### src/rtl/fetch_if.sv
// Fetch-side bus bundle: control inputs from the core, the instruction BRAM
// port, and the {pc, inst, valid} stream presented to decode.
//   master : the fetch sequencer (drives imem_en/imem_addr and the if_* outputs)
//   slave  : the surroundings (control, BRAM data, decode)
interface fetch_if #(
    parameter int unsigned PC_WIDTH   = 32,
    parameter int unsigned INST_WIDTH = 32
);
    logic                  work_ena;
    logic                  stall;
    logic                  pc_jump;
    logic [PC_WIDTH-1:0]   pc_target;
    logic                  imem_en;
    logic [PC_WIDTH-1:0]   imem_addr;
    logic [INST_WIDTH-1:0] imem_rdata;
    logic [PC_WIDTH-1:0]   if_pc;
    logic [INST_WIDTH-1:0] if_inst;
    logic                  if_valid;

    modport master (
        input  work_ena, stall, pc_jump, pc_target, imem_rdata,
        output imem_en, imem_addr, if_pc, if_inst, if_valid
    );

    modport slave (
        output work_ena, stall, pc_jump, pc_target, imem_rdata,
        input  imem_en, imem_addr, if_pc, if_inst, if_valid
    );
endinterface

### src/rtl/fetch_sequencer.sv
// Instruction-fetch controller. Owns the PC, issues reads to a 1-cycle
// synchronous BRAM and presents PC-matched instructions to decode. A 1-entry
// skid buffer catches the read in flight when decode stalls; a jump flushes
// everything in flight; work_ena low returns to idle at RESET_PC.
// Ports:
//   clk, rst : clock, synchronous active-high reset
//   bus      : fetch_if.master (work_ena, stall, pc_jump, pc_target,
//              imem_en, imem_addr, imem_rdata, if_pc, if_inst, if_valid)
module fetch_sequencer #(
    parameter int unsigned          PC_WIDTH   = 32,
    parameter int unsigned          INST_WIDTH = 32,
    parameter int unsigned          PC_STEP    = 4,
    parameter logic [PC_WIDTH-1:0]  RESET_PC   = '0
) (
    input  logic     clk,
    input  logic     rst,
    fetch_if.master  bus
);

    typedef enum logic [1:0] {IDLE, RUN, STALL} state_t;

    state_t                state_q, state_d;
    logic [PC_WIDTH-1:0]   fetch_pc_q, fetch_pc_d;
    logic                  inflight_v_q, inflight_v_d;
    logic [PC_WIDTH-1:0]   inflight_pc_q, inflight_pc_d;
    logic                  skid_v_q, skid_v_d;
    logic [PC_WIDTH-1:0]   skid_pc_q, skid_pc_d;
    logic [INST_WIDTH-1:0] skid_inst_q, skid_inst_d;
    logic [PC_WIDTH-1:0]   if_pc_q, if_pc_d;
    logic [INST_WIDTH-1:0] if_inst_q, if_inst_d;
    logic                  if_valid_q, if_valid_d;
    logic                  imem_en;

    // State register
    always_ff @(posedge clk) begin
        if (rst) begin
            state_q       <= IDLE;
            fetch_pc_q    <= RESET_PC;
            inflight_v_q  <= 1'b0;
            inflight_pc_q <= '0;
            skid_v_q      <= 1'b0;
            skid_pc_q     <= '0;
            skid_inst_q   <= '0;
            if_pc_q       <= '0;
            if_inst_q     <= '0;
            if_valid_q    <= 1'b0;
        end else begin
            state_q       <= state_d;
            fetch_pc_q    <= fetch_pc_d;
            inflight_v_q  <= inflight_v_d;
            inflight_pc_q <= inflight_pc_d;
            skid_v_q      <= skid_v_d;
            skid_pc_q     <= skid_pc_d;
            skid_inst_q   <= skid_inst_d;
            if_pc_q       <= if_pc_d;
            if_inst_q     <= if_inst_d;
            if_valid_q    <= if_valid_d;
        end
    end

    // Next state and BRAM enable; priority rst > !work_ena > jump > stall > run
    always_comb begin
        state_d       = state_q;
        fetch_pc_d    = fetch_pc_q;
        inflight_v_d  = inflight_v_q;
        inflight_pc_d = inflight_pc_q;
        skid_v_d      = skid_v_q;
        skid_pc_d     = skid_pc_q;
        skid_inst_d   = skid_inst_q;
        if_pc_d       = if_pc_q;
        if_inst_d     = if_inst_q;
        if_valid_d    = if_valid_q;
        imem_en       = 1'b0;

        if (rst || !bus.work_ena) begin
            state_d      = IDLE;
            fetch_pc_d   = RESET_PC;
            inflight_v_d = 1'b0;
            skid_v_d     = 1'b0;
            if_pc_d      = '0;
            if_inst_d    = '0;
            if_valid_d   = 1'b0;
        end else if (state_q == IDLE) begin
            state_d = RUN;
        end else if (bus.pc_jump) begin
            // Flush: nothing fetched before the jump may reach decode
            state_d      = RUN;
            fetch_pc_d   = bus.pc_target;
            inflight_v_d = 1'b0;
            skid_v_d     = 1'b0;
            if_valid_d   = 1'b0;
        end else if (bus.stall) begin
            // Issue stops, so at most one read (last cycle's) needs parking
            state_d = STALL;
            if (inflight_v_q) begin
                skid_v_d    = 1'b1;
                skid_pc_d   = inflight_pc_q;
                skid_inst_d = bus.imem_rdata;
            end
            inflight_v_d = 1'b0;
        end else begin
            state_d       = RUN;
            imem_en       = 1'b1;
            fetch_pc_d    = fetch_pc_q + PC_WIDTH'(PC_STEP);
            inflight_v_d  = 1'b1;
            inflight_pc_d = fetch_pc_q;
            if (skid_v_q) begin
                if_pc_d    = skid_pc_q;
                if_inst_d  = skid_inst_q;
                if_valid_d = 1'b1;
                skid_v_d   = 1'b0;
            end else if (inflight_v_q) begin
                if_pc_d    = inflight_pc_q;
                if_inst_d  = bus.imem_rdata;
                if_valid_d = 1'b1;
            end else begin
                if_valid_d = 1'b0;
            end
        end
    end

    assign bus.imem_en   = imem_en;
    assign bus.imem_addr = fetch_pc_q;
    assign bus.if_pc     = if_pc_q;
    assign bus.if_inst   = if_inst_q;
    assign bus.if_valid  = if_valid_q;

endmodule

### src/flat_wrapper.sv
// flat-port wrapper written by rule: the top's interface ports become plain ports
module fetch_sequencer_flat 
#(
    parameter int unsigned          PC_WIDTH   = 32,
    parameter int unsigned          INST_WIDTH = 32,
    parameter int unsigned          PC_STEP    = 4,
    parameter logic [PC_WIDTH-1:0]  RESET_PC   = '0
)
  (clk, rst, bus_work_ena, bus_stall, bus_pc_jump, bus_pc_target, bus_imem_rdata, bus_imem_en, bus_imem_addr, bus_if_pc, bus_if_inst, bus_if_valid);
  fetch_if #(.PC_WIDTH(PC_WIDTH), .INST_WIDTH(INST_WIDTH)) bus_i ();
  input  logic clk;
  input  logic rst;
  input wire logic [$bits(bus_i.work_ena)-1:0] bus_work_ena;
  input wire logic [$bits(bus_i.stall)-1:0] bus_stall;
  input wire logic [$bits(bus_i.pc_jump)-1:0] bus_pc_jump;
  input wire logic [$bits(bus_i.pc_target)-1:0] bus_pc_target;
  input wire logic [$bits(bus_i.imem_rdata)-1:0] bus_imem_rdata;
  output wire logic [$bits(bus_i.imem_en)-1:0] bus_imem_en;
  output wire logic [$bits(bus_i.imem_addr)-1:0] bus_imem_addr;
  output wire logic [$bits(bus_i.if_pc)-1:0] bus_if_pc;
  output wire logic [$bits(bus_i.if_inst)-1:0] bus_if_inst;
  output wire logic [$bits(bus_i.if_valid)-1:0] bus_if_valid;
  assign bus_i.work_ena = bus_work_ena;
  assign bus_i.stall = bus_stall;
  assign bus_i.pc_jump = bus_pc_jump;
  assign bus_i.pc_target = bus_pc_target;
  assign bus_i.imem_rdata = bus_imem_rdata;
  assign bus_imem_en = bus_i.imem_en;
  assign bus_imem_addr = bus_i.imem_addr;
  assign bus_if_pc = bus_i.if_pc;
  assign bus_if_inst = bus_i.if_inst;
  assign bus_if_valid = bus_i.if_valid;
  fetch_sequencer #(.PC_WIDTH(PC_WIDTH), .INST_WIDTH(INST_WIDTH), .PC_STEP(PC_STEP), .RESET_PC(RESET_PC)) u_core (.clk(clk), .rst(rst), .bus(bus_i));
endmodule
### config.mk
export PLATFORM = sky130hd
export DESIGN_NAME = fetch_sequencer_flat
export DESIGN_NICKNAME = d
export VERILOG_FILES = /design/src/rtl/fetch_if.sv /design/src/rtl/fetch_sequencer.sv /design/src/flat_wrapper.sv
export SDC_FILE = /design/constraint.sdc
export NUM_CORES = 1
export LEC_CHECK = 0
export BUFFER_PORTS_ARGS = -buffer_cell sky130_fd_sc_hd__buf_4
export CAP_MARGIN = 20
export CORE_MARGIN = 2
export CORE_UTILIZATION = 50
export CTS_CLUSTER_SIZE = 10
export DETAILED_ROUTE_END_ITERATION = 8
export PLACE_DENSITY = 0.77
export SLEW_MARGIN = 40
export SYNTH_ARGS = -nofsm -noshare
export SYNTH_HDL_FRONTEND = slang
export SYNTH_SLANG_ARGS = --single-unit
### constraint.sdc
create_clock -name clk -period 2 [get_ports clk]
set_clock_uncertainty 0.2 [all_clocks]
set_input_delay 0.4 -clock clk [delete_from_list [all_inputs] [get_ports clk]]
set_output_delay 0.4 -clock clk [all_outputs]
set_load 0.1 [all_outputs]
==> reports/results.ini <==
[floorplanning]
die_width_um=132
io_pins=167
die_h_um=132
num_rows=46
dieArea_um2=17500
core_um2=16000
initial_utilization=0.515

[finish]
stdcell_area_um2=11000
syn_to_final_growth_pct=33.2
fin_cells=1389
nNetsFinal=1230
drive_gt1_frac=0.279
final_util=0.686
antennaDiodeCount=0

[worst_setup_path]
cp_data_arrival_time_ns=1.64
critPathLaunchType=flip-flop
rr_startpoint=u_core.bus.imem_addr[12]$_SDFFE_PP0N_
r2r-end=u_core.bus.imem_addr[25]$_SDFFE_PP0N_
endpoint_kind=output port
rr_worst_depth=7
critPathKind=flip-flop to output port
endpoint=bus_imem_en
cp_slowest_cell=dfxtp_2
slowest_delay_ns=0.33
reg2reg_setup_slack_ns=0
worst_ep_required_time_ns=1.40
crit_start=u_core.state_q[1]$_SDFF_PP0_
cp_cell_sequence=nor2_2 > or3_1 > or2_4 > inv_4 > buf_12
cp_max_fo=2

[power_and_ir_drop]
vdd_drop_max_mv=0.563
p_total_mw=7.73
power_leakage_nw=4.09
powerDensity_nw_per_um2=704

[grt]
grt_pass1_vias=6983
antenna_found_initial=0
grtUsageTotal=0.244
grt_max_degree=78
grt.overflow.total=0
grt_pass1_wl_um=35100

[clock_network]
htree_num_levels=4
cts.sinks=197
cts_tree=yes
clk_latency_ns=0.43
cts.clk_slew.worst_paths_ns=0.07
ctsHoldBuffers=0
cts-root-buf=clkbuf_16
cts_buffers=17
clock_path_buffers=2

[synthesis]
synth-seq-cells=197
synthCells=989
synthArstFlopShare=0
ys_types=51
syn_nets=1059
synth_edf_count=0
synth_flop_cell=dfxtp_1
syn_area_per_cell_um2=8.33
synth_area_um2=8240
yosysSeqAreaShare=0.479
yosysWarningCount=0

[timing]
finalWorstSetupSlack_ns=-0.238
post-route-period-util=1.12
relSlewSlack=0.543
period_needed_ns=2.24
maxSlewViolCount=0
tightest_slew_ns=0.685
clock.fmax_mhz=447
final_hold_viol_count=0
rsz0062_at_grt=true
setup_viol=1

[route]
wirelength_um=22600
drc=0
drt_pass1_iterations=5
antenna_left=0
drt_iter0_drc=507
routedWlPerCell_um=16.3
via_count=7751
via_per_inst=5.58

[job]
cap_violations=0

[run_status]
violations=setup timing
status=complete, but fails checks

[placement]
dp_cells=1346
dp_hpwl_um=14400
place.gp.congestion=0.959
placed_area_um2=10100
pre_cts_ws_ns=-0.166
io_buffer_count=166

[min_path]
hold_class=input port to flip-flop

## logic make-up (layout without fill, tap and decap cells)
group,Yosys count,in the layout,share of synthesized area
and+or+nand+nor,417,417,0.224
AOI/OAI and AO/OA,216,216,0.166
DFF,197,197,0.479
buffers and inverters,87,271,0.0442
muxes,67,67,0.0815
xor gates and xnor gates,4,4,0.00425
adders and majority gates,1,1,0.00152
## final cells by class
cell class | count | area [um2]
clock buffers | 19 | 443
clock inverters | 13 | 121
fillers | 1324 | 5030
inverters | 4 | 17.5
multi-input cells | 705 | 4080
flip-flops and latches | 197 | 4030
well taps | 216 | 270
repair buffers | 235 | 2010
## worst min-delay path by stage
| stage | end | slack (ns) | cells after the start | from |
|---|---|---|---|---|
| floorplan | u_core.skid_inst_q[0]$_SDFFE_PP0P_ | 0.24 | 2 | u_core.skid_inst_q[0]$_SDFFE_PP0P_ |
| global placement | u_core.skid_inst_q[5]$_SDFFE_PP0P_ | 0.24 | 2 | u_core.skid_inst_q[5]$_SDFFE_PP0P_ |
| detailed placement | u_core.skid_pc_q[9]$_SDFFE_PP0P_ | 0.25 | 2 | u_core.skid_pc_q[9]$_SDFFE_PP0P_ |
| CTS | u_core.bus.imem_addr[0]$_SDFFE_PP0P_ | 0.005 | 3 | bus_pc_target[0] |
| global route | u_core.skid_inst_q[10]$_SDFFE_PP0P_ | 0.01 | 3 | bus_imem_rdata[10] |
| finish | u_core.bus.imem_addr[0]$_SDFFE_PP0P_ | 0.02 | 3 | bus_pc_target[0] |
## cells in the mapped netlist, types with 2 or more instances
cell type / count / area share
or2_2: 4 / 0.0030
o311ai_0: 2 / 0.0021
a22o_1: 7 / 0.0074
nor2_1: 94 / 0.043
a22oi_1: 5 / 0.0046
nand3_1: 19 / 0.012
dfxtp_1: 197 / 0.48
clkbuf_1: 51 / 0.023
a21o_1: 2 / 0.0018
a21oi_1: 88 / 0.053
a211oi_1: 65 / 0.059
mux2i_1: 66 / 0.080
nand4_1: 8 / 0.0061
buf_1: 7 / 0.0032
buf_2: 23 / 0.014
inv_1: 3 / 0.0014
o31ai_1: 4 / 0.0036
or4_1: 3 / 0.0027
nor3_1: 8 / 0.0049
and3_1: 14 / 0.011
nor2b_1: 2 / 0.0015
a31oi_1: 5 / 0.0038
o41ai_1: 3 / 0.0032
nand2_1: 221 / 0.10
o211ai_1: 3 / 0.0027
nor4_1: 4 / 0.0030
o22ai_1: 7 / 0.0053
nand3b_1: 32 / 0.029
xor2_1: 3 / 0.0032
or3_1: 2 / 0.0015
o21ai_0: 17 / 0.010
## cells in the final DEF (no fill, tap or decap), drive strengths merged, types with 19 or more instances in the layout
cell and count:
buf 231, nand2 221, dfxtp 197, nor2 94, a21oi 88, mux2i 66, a211oi 65, nand3b 32
clkbuf 23, nand3 19
## critical path: cells and delay by family, from the launching register on
family        cells  cell delay, ns
buf+inv           2            0.24
flops             1            0.33
simple gates      3            0.63
## flip-flops by register name, indices dropped and copies added (netlist names)
signal	count
u_core.bus.if_inst	32
u_core.bus.imem_addr	32
u_core.skid_inst_q	32
u_core.skid_v_q	1
u_core.bus.if_pc	32
u_core.state_q	2
u_core.inflight_pc_q	32
u_core.bus.if_valid	1
u_core.inflight_v_q	1
u_core.skid_pc_q	32
## report_power, final
group          internal (mW)  switching, mW
combinational          0.204          0.301
sequential              3.91         0.0206
clock                   1.77           1.52
## routing by layer
layer	GRT usage	routed length (um)	part of all wire	vias up
li1	-	-	-	3798
met1	0.337	10200	0.45	3619
met2	0.388	10500	0.47	309
met3	0.0481	1600	0.071	25
met4	0.0753	307	0.014	0
met5	0	0	0	-
## metrics by stage
| step | hold WS [ns] | setup TNS [ns] |
|---|---|---|
| after floorplan | 0.236 | -1.65 |
| after global placement | 0.241 | -4.59 |
| after detailed placement | 0.246 | -6.87 |
| after CTS | 0.00469 | -0.258 |
| after global routing | 0.0138 | -0.668 |
| final | 0.0180 | -0.238 |
## timing repair
action                                  in CTS  in global routing
cloned                                       0                  4
hold endpoints to repair                     0                  0
endpoints found under the setup margin       1                 24
gates resized for setup                      8                 20
pin swaps                                    1                  2
buffers inserted                             1                  6
Note: power is estimated with default switching activity, not from simulation.
